### config.mk
export PLATFORM = sky130hd
export DESIGN_NAME = uart_tx_flat
export DESIGN_NICKNAME = d
export VERILOG_FILES = /design/src/rtl/uart_tx_if.sv /design/src/rtl/uart_tx.sv /design/src/flat_wrapper.sv
export SDC_FILE = /design/constraint.sdc
export NUM_CORES = 1
export LEC_CHECK = 0
export CAP_MARGIN = 20
export CORE_MARGIN = 5
export CORE_UTILIZATION = 45
export DETAILED_ROUTE_END_ITERATION = 6
export GPL_ROUTABILITY_DRIVEN = 0
export GPL_TIMING_DRIVEN = 0
export PLACE_DENSITY = 0.82
export SLEW_MARGIN = 10
export SYNTH_ARGS = -nofsm -noshare
export SYNTH_HDL_FRONTEND = slang
export SYNTH_SLANG_ARGS = --single-unit
### constraint.sdc
create_clock -name CLK -period 2.6 [get_ports CLK]
set_input_delay 0.52 -clock CLK [delete_from_list [all_inputs] [get_ports CLK]]
set_output_delay 0.52 -clock CLK [all_outputs]
set_load 0.01 [all_outputs]
### src/rtl/uart_tx_if.sv
// Parallel-side request and serial-side status bundle for uart_tx.
// Handshake: the word is taken when DATA_VALID=1 and BUSY=0 at a rising edge; no back-pressure, requests while BUSY are dropped.
interface uart_tx_if #(
  parameter int DATA_WIDTH = 8
);
  logic [DATA_WIDTH-1:0] P_DATA;
  logic                  DATA_VALID;
  logic                  PAR_EN;
  logic                  PAR_TYP;
  logic                  TX_OUT;
  logic                  BUSY;

  modport master (
    output P_DATA,
    output DATA_VALID,
    output PAR_EN,
    output PAR_TYP,
    input  TX_OUT,
    input  BUSY
  );

  modport slave (
    input  P_DATA,
    input  DATA_VALID,
    input  PAR_EN,
    input  PAR_TYP,
    output TX_OUT,
    output BUSY
  );
endinterface

### src/rtl/uart_tx.sv
// UART transmitter: start, DATA_WIDTH bits LSB first, optional parity, stop; one bit per CLK.
// Parity is present only when UART_TX_PARITY_EN is defined; otherwise PAR_EN/PAR_TYP are ignored.
module uart_tx #(
  parameter int DATA_WIDTH = 8
) (
  input  logic       CLK,
  input  logic       RST,
  uart_tx_if.slave   bus,
  output logic [2:0] DBG_STATE
);
  localparam int CW = $clog2(DATA_WIDTH);
  localparam logic [CW-1:0] LAST_BIT = CW'(DATA_WIDTH - 1);

  typedef enum logic [2:0] {
    S_IDLE   = 3'd0,
    S_START  = 3'd1,
    S_DATA   = 3'd2,
`ifdef UART_TX_PARITY_EN
    S_PARITY = 3'd3,
`endif
    S_STOP   = 3'd4
  } state_t;

  state_t                r_state;
  logic [DATA_WIDTH-1:0] r_data;
  logic [CW-1:0]         r_cnt;
  logic                  r_tx;
  logic                  r_busy;
  logic [CW-1:0]         w_cnt_nxt;

  assign w_cnt_nxt = r_cnt + 1'b1;

`ifdef UART_TX_PARITY_EN
  logic r_par_en;
  logic r_par_typ;
  logic w_parity;

  // Even: XOR of the word; odd: its complement. Always from the latched word.
  assign w_parity = (^r_data) ^ r_par_typ;
`else
  logic w_unused_par;
  assign w_unused_par = bus.PAR_EN ^ bus.PAR_TYP;
`endif

  always_ff @(posedge CLK) begin
    if (RST) begin
      r_state   <= S_IDLE;
      r_data    <= '0;
      r_cnt     <= '0;
      r_tx      <= 1'b1;
      r_busy    <= 1'b0;
`ifdef UART_TX_PARITY_EN
      r_par_en  <= 1'b0;
      r_par_typ <= 1'b0;
`endif
    end else begin
      case (r_state)
        S_IDLE: begin
          r_tx   <= 1'b1;
          r_busy <= 1'b0;
          if (bus.DATA_VALID) begin
            r_data    <= bus.P_DATA;
`ifdef UART_TX_PARITY_EN
            r_par_en  <= bus.PAR_EN;
            r_par_typ <= bus.PAR_TYP;
`endif
            r_tx      <= 1'b0;
            r_busy    <= 1'b1;
            r_state   <= S_START;
          end
        end
        S_START: begin
          r_tx    <= r_data[0];
          r_cnt   <= '0;
          r_state <= S_DATA;
        end
        S_DATA: begin
          // r_cnt indexes the bit currently on the line.
          if (r_cnt == LAST_BIT) begin
`ifdef UART_TX_PARITY_EN
            if (r_par_en) begin
              r_tx    <= w_parity;
              r_state <= S_PARITY;
            end else begin
              r_tx    <= 1'b1;
              r_state <= S_STOP;
            end
`else
            r_tx    <= 1'b1;
            r_state <= S_STOP;
`endif
          end else begin
            r_cnt <= w_cnt_nxt;
            r_tx  <= r_data[w_cnt_nxt];
          end
        end
`ifdef UART_TX_PARITY_EN
        S_PARITY: begin
          r_tx    <= 1'b1;
          r_state <= S_STOP;
        end
`endif
        S_STOP: begin
          r_tx    <= 1'b1;
          r_busy  <= 1'b0;
          r_state <= S_IDLE;
        end
        default: begin
          r_tx    <= 1'b1;
          r_busy  <= 1'b0;
          r_state <= S_IDLE;
        end
      endcase
    end
  end

  assign bus.TX_OUT = r_tx;
  assign bus.BUSY   = r_busy;
  assign DBG_STATE  = r_state;
endmodule
### src/flat_wrapper.sv
// flat-port wrapper written by rule: the top's interface ports become plain ports
module uart_tx_flat 
#(
  parameter int DATA_WIDTH = 8
)
  (CLK, RST, DBG_STATE, bus_P_DATA, bus_DATA_VALID, bus_PAR_EN, bus_PAR_TYP, bus_TX_OUT, bus_BUSY);
  uart_tx_if #(.DATA_WIDTH(DATA_WIDTH)) bus_i ();
  input  logic CLK;
  input  logic RST;
  output logic [2:0] DBG_STATE;
  input wire logic [$bits(bus_i.P_DATA)-1:0] bus_P_DATA;
  input wire logic [$bits(bus_i.DATA_VALID)-1:0] bus_DATA_VALID;
  input wire logic [$bits(bus_i.PAR_EN)-1:0] bus_PAR_EN;
  input wire logic [$bits(bus_i.PAR_TYP)-1:0] bus_PAR_TYP;
  output wire logic [$bits(bus_i.TX_OUT)-1:0] bus_TX_OUT;
  output wire logic [$bits(bus_i.BUSY)-1:0] bus_BUSY;
  assign bus_i.P_DATA = bus_P_DATA;
  assign bus_i.DATA_VALID = bus_DATA_VALID;
  assign bus_i.PAR_EN = bus_PAR_EN;
  assign bus_i.PAR_TYP = bus_PAR_TYP;
  assign bus_TX_OUT = bus_i.TX_OUT;
  assign bus_BUSY = bus_i.BUSY;
  uart_tx #(.DATA_WIDTH(DATA_WIDTH)) u_core (.CLK(CLK), .RST(RST), .bus(bus_i), .DBG_STATE(DBG_STATE));
endmodule
==> results.md <==
- Final Hold Viols: 0
- Maximum VDD drop: 0.253 mV
- DR DRC count: 0
- Setup CP Type: reg -> out
- Worst min-delay path class: reg -> reg
- Max incr delay on CP: 0.59 ns
- Setup Total Neg Slack: 0 ns
- Final setup violation count: 0
- Post-CTS sizing: 0
- Worst clock skew: 0.000461 ns
- Die area: 0.00265 mm²
- Max Freq: roughly 0.54 GHz
- Dominant cell type by area after synthesis: dfxtp_1
- Pin count of the biggest net entering global routing: 11
- CTS root buf: clkbuf_4
- TritonCTS Buffers: 3
- Top cells by area, synth: dfxtp_1 41%, nand2_1 8.7%, a21oi_1 7.8%
- FF-to-FF setup slack: 0.97 ns
- Top cells by count, synth: 18 x nand2_1, 16 x dfxtp_1, 12 x a21oi_1
- Vias in the first global route: 642
- Reg-to-Reg End: u_core.bus.TX_OUT$_SDFF_PP1_
- Most frequent cell after synthesis: nand2_1
- IO Port Bufs: 14
- Global-route wire length before repair: 2680 µm
- Crit path time final: 1.86 ns
- Status: complete, no violations
- Synthesized Nets: 104
- Total track usage: 0.132
- FP Rows: 15
- Nets: 123
- Yosys reg bits: 16
- Reg2Reg Depth: 4
- CP Max Fanout: 7
- Hold Path Sink: u_core.r_data[5]$_SDFFE_PP0P_
- Power Dens Cells: 534 mW/mm²
- Worst R2R Start: u_core.r_cnt[0]$_SDFFE_PP0P_
- Via count: 698
- Delay-heaviest family, CP: buffers and inverters
- Initial antenna violation count: 0
- Most used flip-flop cell after synthesis: dfxtp_1
- Bufs and invs on worst path: 1
- Headroom to the max-slew limit: 0.513
- Async S/R FF share, synth: 0
- Crit. End Element: primary output
- Half-perimeter wire length after placement: 1190 µm
- Sequential area share after synthesis: 0.414
- Placed insts: 120
- Fin crit share: 0.714
- Slew Limit Fails: 0
- Overflow after GRT: 0
- Die height: ~51 µm
- Cell variety after synth: 28
- Critical-path cell list: clkdlybuf4s50_1
- Core area: 0.00169 mm²
- Syn avg cell area: ~8.7 µm²
- Unrepaired setup endpoints after global routing: false
- Hold buffer count at CTS: 0
- Post-synth top area share: 0.414
- Ant. Diodes: 0
- Leakage: 0.360 nW
- Reg clk slew, reported paths: 0.09 ns
- Post-synth EDFFs: 0
- CTS tree: done
- Clk_lat worst skew: 0.27 ns
- Max_cap viols: 0
- Post-DRT Antenna Nets: 0
- Worst Path Arrival: 1.34 ns
- Non-Filler Instances: 124
- Crit start category: flip-flop
- Synth-to-layout area growth: 25.5%
- Detailed-route wire length per cell: 12.7 µm
- Worst slew pin tran: 0.729 ns
- H-Tree Depth: 1
- Total Wirelength: 1580 µm
- Worst-case clock buffer depth: 2
- # IOs: 18
- Iteration-0 DRC Markers: 11
- Clk sink count: 16
- TritonRoute pass-1 iters: 4
- Synth warn: 0
- Initial Util: 0.459
- Hold wc startpoint: u_core.r_data[5]$_SDFFE_PP0P_
- Vias/cell: 5.63
- Setup bufs post-CTS: 0
- Synthesized cell area: a little under 800 µm²
- Critical Path Slowest Stage Cell: clkdlybuf4s50_1
- Post-Syn Instances: 89
- Crit path required time: ~2.1 ns
- Share of cells above drive strength 1: 0.0935
- Hold Path Depth: 2
- Fill cells: 169
- Die W: 51.5 µm
cells by family after synthesis:
family          after synthesis  synth area share
fa+ha+maj                     2            0.0323
simple gates                 36             0.257
flops                        16             0.414
buf+inv                       7            0.0371
mux                           4            0.0711
compound gates               24             0.189
per-stage QoR:
stage / hold slack (ns) / setup WS (ns) / total power, mW / area (µm²) / util
floorplan: 0.433 / 1.11 / 0.329 / 774 / -
global placement: 0.442 / 0.604 / 0.363 / 936 / 0.554
detailed placement: 0.449 / 0.550 / 0.366 / 936 / 0.554
CTS: 0.462 / 0.727 / 0.526 / 972 / 0.576
global route: 0.486 / 0.663 / 0.549 / 972 / 0.576
finish: 0.460 / 0.745 / 0.520 / 972 / 0.576
worst max-delay path by stage:
stage	from	to	cells after the start
5_1_grt	u_core.DBG_STATE[1]$_SDFFE_PP0P_	DBG_STATE[1]	1
2_1_floorplan	u_core.r_cnt[0]$_SDFFE_PP0P_	u_core.bus.TX_OUT$_SDFF_PP1_	4
3_5_place_dp	bus_DATA_VALID	u_core.r_data[6]$_SDFFE_PP0P_	4
4_1_cts	u_core.DBG_STATE[1]$_SDFFE_PP0P_	DBG_STATE[1]	1
6_report	u_core.DBG_STATE[0]$_SDFFE_PP0P_	DBG_STATE[0]	1
3_3_place_gp	bus_DATA_VALID	u_core.r_data[0]$_SDFFE_PP0P_	4
power breakdown:
part | total (mW) | switching (mW) | internal (mW)
clock | 0.160 | 0.0751 | 0.0850
sequential | 0.272 | 0.0119 | 0.260
combinational | 0.0879 | 0.0385 | 0.0494
total | 0.520 | 0.126 | 0.394
cell type report:
| class | count | area [µm²] | share of cell area |
|---|---|---|---|
| well taps | 17 | 21.3 | 0.0219 |
| multi-input cells | 66 | 425 | 0.438 |
| plain buffers | 6 | 25.0 | 0.0257 |
| inverters | 1 | 3.75 | 0.00386 |
| repair buffers | 14 | 140 | 0.144 |
| clock buffers | 4 | 36.3 | 0.0373 |
| flip-flops and latches | 16 | 320 | 0.329 |
per-layer routing:
metal	GRT usage	part of all wire	vias up
li1	-	-	352
met1	0.159	0.46	326
met2	0.216	0.47	16
met3	0.0379	0.050	4
met4	0.0611	0.018	0
met5	0	0	-
cells in the final DEF (no fill, tap or decap), types with 2 or more instances in the layout:
cell and count:
nor2_1 3, ha_1 2, o21ai_0 3, buf_2 2
clkdlybuf4s50_1 14, dfxtp_1 16, nand2_1 18, clkbuf_1 4
o21bai_1 4, nor2b_1 3, nor3_1 3, mux2_2 2
clkbuf_4 3, a21oi_1 12, nor4bb_1 2
sequential cells by signal (all words and copies together) (netlist names):
register           flops
u_core.r_cnt           3
u_core.bus.BUSY        1
u_core.DBG_STATE       3
u_core.bus.TX_OUT      1
u_core.r_data          8
Note: power is estimated with default switching activity, not from simulation.
==> patch 1: new RTL, config.mk and constraints unchanged <==
`DATA_WIDTH` is set to 8 in 3 places; all go to 16.
--- a/src/rtl/uart_tx_if.sv
+++ b/src/rtl/uart_tx_if.sv
@@ -3,3 +3,3 @@
 interface uart_tx_if #(
-  parameter int DATA_WIDTH = 8
+  parameter int DATA_WIDTH = 16
 );
--- a/src/rtl/uart_tx.sv
+++ b/src/rtl/uart_tx.sv
@@ -3,3 +3,3 @@
 module uart_tx #(
-  parameter int DATA_WIDTH = 8
+  parameter int DATA_WIDTH = 16
 ) (
--- a/src/flat_wrapper.sv
+++ b/src/flat_wrapper.sv
@@ -3,3 +3,3 @@
 #(
-  parameter int DATA_WIDTH = 8
+  parameter int DATA_WIDTH = 16
 )
Interface: changed (resized bus_P_DATA); port bits go from 18 to 26. No check against the original RTL was run, so the function may have changed too.
==> patch 1 against the original RTL <==
- via count is 57% higher
- non-clock buffer count rose by 14
- sequential share of layout area is 0.22 points higher
- first-iteration DRC count rose by 140%
- setup slack got worse by 190 ps
- highest routed layer unchanged
- critical path depth up 5
- final cell count grew 61%
- power increased by 41%
- area after synthesis rose by 58%
- sequential cell count rose by 9
- final area increased by 55%
- routed wire length rose by 71%
- core utilization down 1.4 points
==> patch 1: results (changes against the original RTL) <==
Placed design
  – Post-DP HPWL: 2.11 mm (+78%)
  – Placed Instance Area: 0.00148 mm^2 (+58%)
  – I/O Buffers: 22 (+8)
  – Pre-CTS setup slack: 463 ps (-86.6 ps)

Finish
  – Fin nets: 192 (+56%)
  – Multi-input comb cells: 105 (+59%)
  – Clock buf/inv share: 1.74% (-2.0 points)
  – Multi-input logic area: 659 um^2 (+55%)
  – Fillers: 255 (+51%)
  – Non-clock buffer count: 34 (+70%)
  – Sequential cell area: 500 um^2 (+56%)
  – Sequential cell count: 25 (+9)
  – NonClk Buf Share: 18.6% (+1.6 points)
  – Layout cells sized above 1: 10.1% (+0.71 points)
  – Number of flip-flops in the largest register: 16 (+8)
  – Non-CTS inverters: 1 (unchanged)

Synthesis
  – Top cells by count, synth: nand2_1, dfxtp_1, a21oi_1
  – Synth area leaders: dfxtp_1, nand2_1, a21oi_1
  – Net Count, Synth: 165 (+59%)
  – Post-synthesis adder-cell area fraction: 1.02% (-2.2 points)
  – Compound-cell area share of the yosys netlist: 16.2% (-2.7 points)
  – Xor/xnor share of the synthesized area: 1.43% (+1.4 points)
  – Register area share after synthesis: 40.9% (-0.46 points)
  – Synth Instances: 143 (+61%)
  – Number of library cell types mapped by synthesis: 34 (+21%)
  – Post-synthesis mux area share: 12.5% (+5.4 points)

Detailed routing
  – Met3 wire len: 98 um (+24%)
  – WL per Instance: 13.5 um (+5.8%)
  – Starting DRT DRC Count: 26 (+15)
  – Final WL: 2.70 mm (+71%)
  – Max Used Layer: met4
  – Routed met2 length: 1.44 mm (+95%)
  – Met1 WL: 1.11 mm (+51%)
  – Via-per-instance ratio: 5.50 (-2.4%)

Setup path
  – CP arrival: 2260 ps (+920 ps)
  – Crit path max fanout: 9 (+2)
  – Top Family by Delay on Critical Path: multiplexers
  – R2r setup slk: 550 ps (-420 ps)
  – Slowest cell on the critical path: mux4_1

GRT
  – M1 GR Usage: 16.4% (+0.52 points)
  – Gr usage total: 14.3% (+1.1 points)
  – M2 GR Usage: 25.0% (+3.4 points)
  – Met3 Usage GRT: 2.34% (-1.4 points)
  – First-pass GRT wire length: 4.61 mm (+72%)
  – Largest net degree at the start of global routing: 14 (+3)
  – Number of global-route vias before repair: 1114 (+74%)

Clock tree
  – Clk_lat worst skew: 310 ps (+40 ps)
  – Clock buffer depth: 2 (unchanged)
  – CTS root buf: clkbuf_4
  – Clk slew on worst S/H paths: 130 ps (+40 ps)

Flow run
  – Max-cap violations: 0 (unchanged)

Pwr
  – Pwr dens: 485 mW/mm^2 (-9.2%)
  – Peak supply drop: 0.419 mV (+65%)
  – P_leak: 0.553 nW (+53%)

STA
  – Final Skew: 2.31 ps (+1.84 ps)
  – Worst Max-Slew Pin Slew: 466 ps (-263 ps)
  – Final worst-path setup slack: 551 ps (-194 ps)
  – Hold Slack: 467 ps (+6.25 ps)

Floorplanning
  – Die W: 62.1 um (+21%)

Outcome
  – Outcome: completed
==> patch 1: changes by cell type after synthesis, sizes merged, moves of 4 or more <==
cell    unedited run  this run
o21bai             4         0
dfxtp             16        25
a21oi             12        22
nand2             18        34
buf                2         6
==> patch 1: path summary, 6_finish.rpt <==
check                                     start                       endpoint  cells past startpoint
setup / recovery   u_core.r_cnt[1]$_SDFFE_PP0P_   u_core.bus.TX_OUT$_SDFF_PP1_                      6
hold / removal    u_core.r_data[3]$_SDFFE_PP0P_  u_core.r_data[3]$_SDFFE_PP0P_                      2
hold reg to reg   u_core.r_data[3]$_SDFFE_PP0P_  u_core.r_data[3]$_SDFFE_PP0P_                      2
setup reg to reg   u_core.r_cnt[1]$_SDFFE_PP0P_   u_core.bus.TX_OUT$_SDFF_PP1_                      6
==> patch 1: report_power, final <==
| group | internal (mW) | switching [mW] | total (mW) |
|---|---|---|---|
| Sequential | 0.406 | 0.0150 | 0.421 |
| Clock | 0.0599 | 0.110 | 0.170 |
| Combinational | 0.0747 | 0.0668 | 0.141 |
==> patch 2: new RTL, same flow settings <==
Made on the original files. Register the output `DBG_STATE` once more, with the module's reset; this adds one clock of latency there. The other outputs are not delayed to match.
--- a/src/rtl/uart_tx.sv
+++ b/src/rtl/uart_tx.sv
@@ -118,3 +118,9 @@
   assign bus.BUSY   = r_busy;
-  assign DBG_STATE  = r_state;
+  always_ff @(posedge CLK) begin
+    if (RST) begin
+      DBG_STATE <= '0;
+    end else begin
+      DBG_STATE <= r_state;
+    end
+  end
 endmodule
Formal check against the unedited RTL: not equivalent (a bounded check fails within 4 cycles, from zero or initial values and one cycle with RST high).
==> patch 2 against the original RTL <==
- routed wire length down 9.5%
- power rose by 4.1%
- area after synthesis grew 3.7%
- non-clock buffer count shrank 1
- setup slack worse by 25 ps
- final area rose by 3.0%
- die area up 3.0%
- count of clock-buffer cells in the layout unchanged
- via count shrank 6.7%
- fmax fell by 1.3%
- sequential cell count up 3
- critical path type is now reg2reg
==> patch 2: results (changes against the original RTL) <==
Outcome
  – Outcome: completed

Setup path
  – R2r startpoint: u_core.r_cnt[0]$_SDFFE_PP0P_
  – Slowest cell on the critical path: mux4_2
  – Max incr delay on CP: 530 ps (-60 ps)
  – Kind of critical path: reg2reg
  – Top Family by Delay on Critical Path: multiplexers
  – CP arrival: 2060 ps (+720 ps)
  – Crit path max fanout: 6 (-1)

Finish
  – Layout cells sized above 1: 10.2% (+0.84 points)
  – Fin nets: 124 (+0.81%)
  – Non-filler instance count after layout: 133 (+7.3%)

Synthesis
  – Synth area leaders: dfxtp_1, nand2_1, mux2i_1
  – Net Count, Synth: 105 (+0.96%)
  – Post-synth top area share: 47.4% (+6.0 points)
  – Post-synthesis adder-cell area fraction: 3.12% (-0.12 points)
  – Number of library cell types mapped by synthesis: 26 (-7.1%)
  – Compound-cell area share of the yosys netlist: 12.8% (-6.1 points)
  – Synth Instances: 90 (+1.1%)
  – Post-synthesis mux area share: 9.03% (+1.9 points)
  – Register area share after synthesis: 47.4% (+6.0 points)
  – Top cells by count, synth: dfxtp_1, nand2_1, nor2_1

STA
  – Normalized max-slew margin: 65.1% (+14 points)
  – Final Skew: 2.78 ps (+2.32 ps)

GRT
  – Number of global-route vias before repair: 581 (-9.5%)
  – First-pass GRT wire length: 2.34 mm (-13%)
  – Met3 Usage GRT: 2.56% (-1.2 points)
  – M1 GR Usage: 13.8% (-2.1 points)
  – M2 GR Usage: 19.2% (-2.4 points)
  – Gr usage total: 11.6% (-1.6 points)

Detailed routing
  – Met3 wire len: 88 um (+11%)
  – Final WL: 1.43 mm (-9.5%)
  – Vias: 651 (-6.7%)
  – Starting DRT DRC Count: 7 (-4)
  – Met1 WL: 654 um (-11%)
  – Routed met2 length: 667 um (-9.5%)

Pwr
  – P_leak: 0.376 nW (+4.3%)
  – Clk pwr share: 26.3% (-4.5 points)
  – Part of the power in combinational logic: 15.8% (-1.1 points)
  – Peak supply drop: 0.341 mV (+34%)
  – Switch share: 24.0% (-0.18 points)

Hold path
  – Worst min path class: reg2reg
  – Worst hold start: u_core.r_data[4]$_SDFFE_PP0P_
  – Hold EP: u_core.r_data[4]$_SDFFE_PP0P_

Placed design
  – Post-DP HPWL: 1.10 mm (-7.2%)
  – Pre-CTS setup slack: 716 ps (+166 ps)
  – I/O Buffers: 14 (unchanged)

Clock tree
  – Clock buffer depth: 2 (unchanged)
  – Clk_lat worst skew: 290 ps (+20 ps)
  – Post-cts resize count: 0 (unchanged)
[patch 2: changes by cell type after synthesis, sizes merged, moves of 3 or more]
cell    unedited run  this run
nor2               3        10
clkbuf             4         1
o21bai             4         0
mux2i              1         5
dfxtp             16        19
[patch 2: per-stage QoR]
| step | instance area, um^2 | power (mW) | hold slack (ps) | util (%) |
|---|---|---|---|---|
| 2_1_floorplan | 803 | 0.373 | 433 | - |
| 4_1_cts | 1000 | 0.546 | 462 | 58.6 |
| 3_5_place_dp | 975 | 0.406 | 448 | 57.1 |
| 6_report | 1000 | 0.541 | 458 | 58.6 |
| 3_3_place_gp | 975 | 0.403 | 441 | 57.1 |
| 5_1_grt | 1000 | 0.568 | 479 | 58.6 |
[patch 2: final cells by class]
class	count	area [um^2]
Sequential cell	19	380
Tap cell	25	31.3
Clock buffer	4	26.3
Buffer	5	25.0
Multi-Input combinational cell	63	387
Fill cell	152	707
Inverter	3	11.3
Timing Repair Buffer	14	140
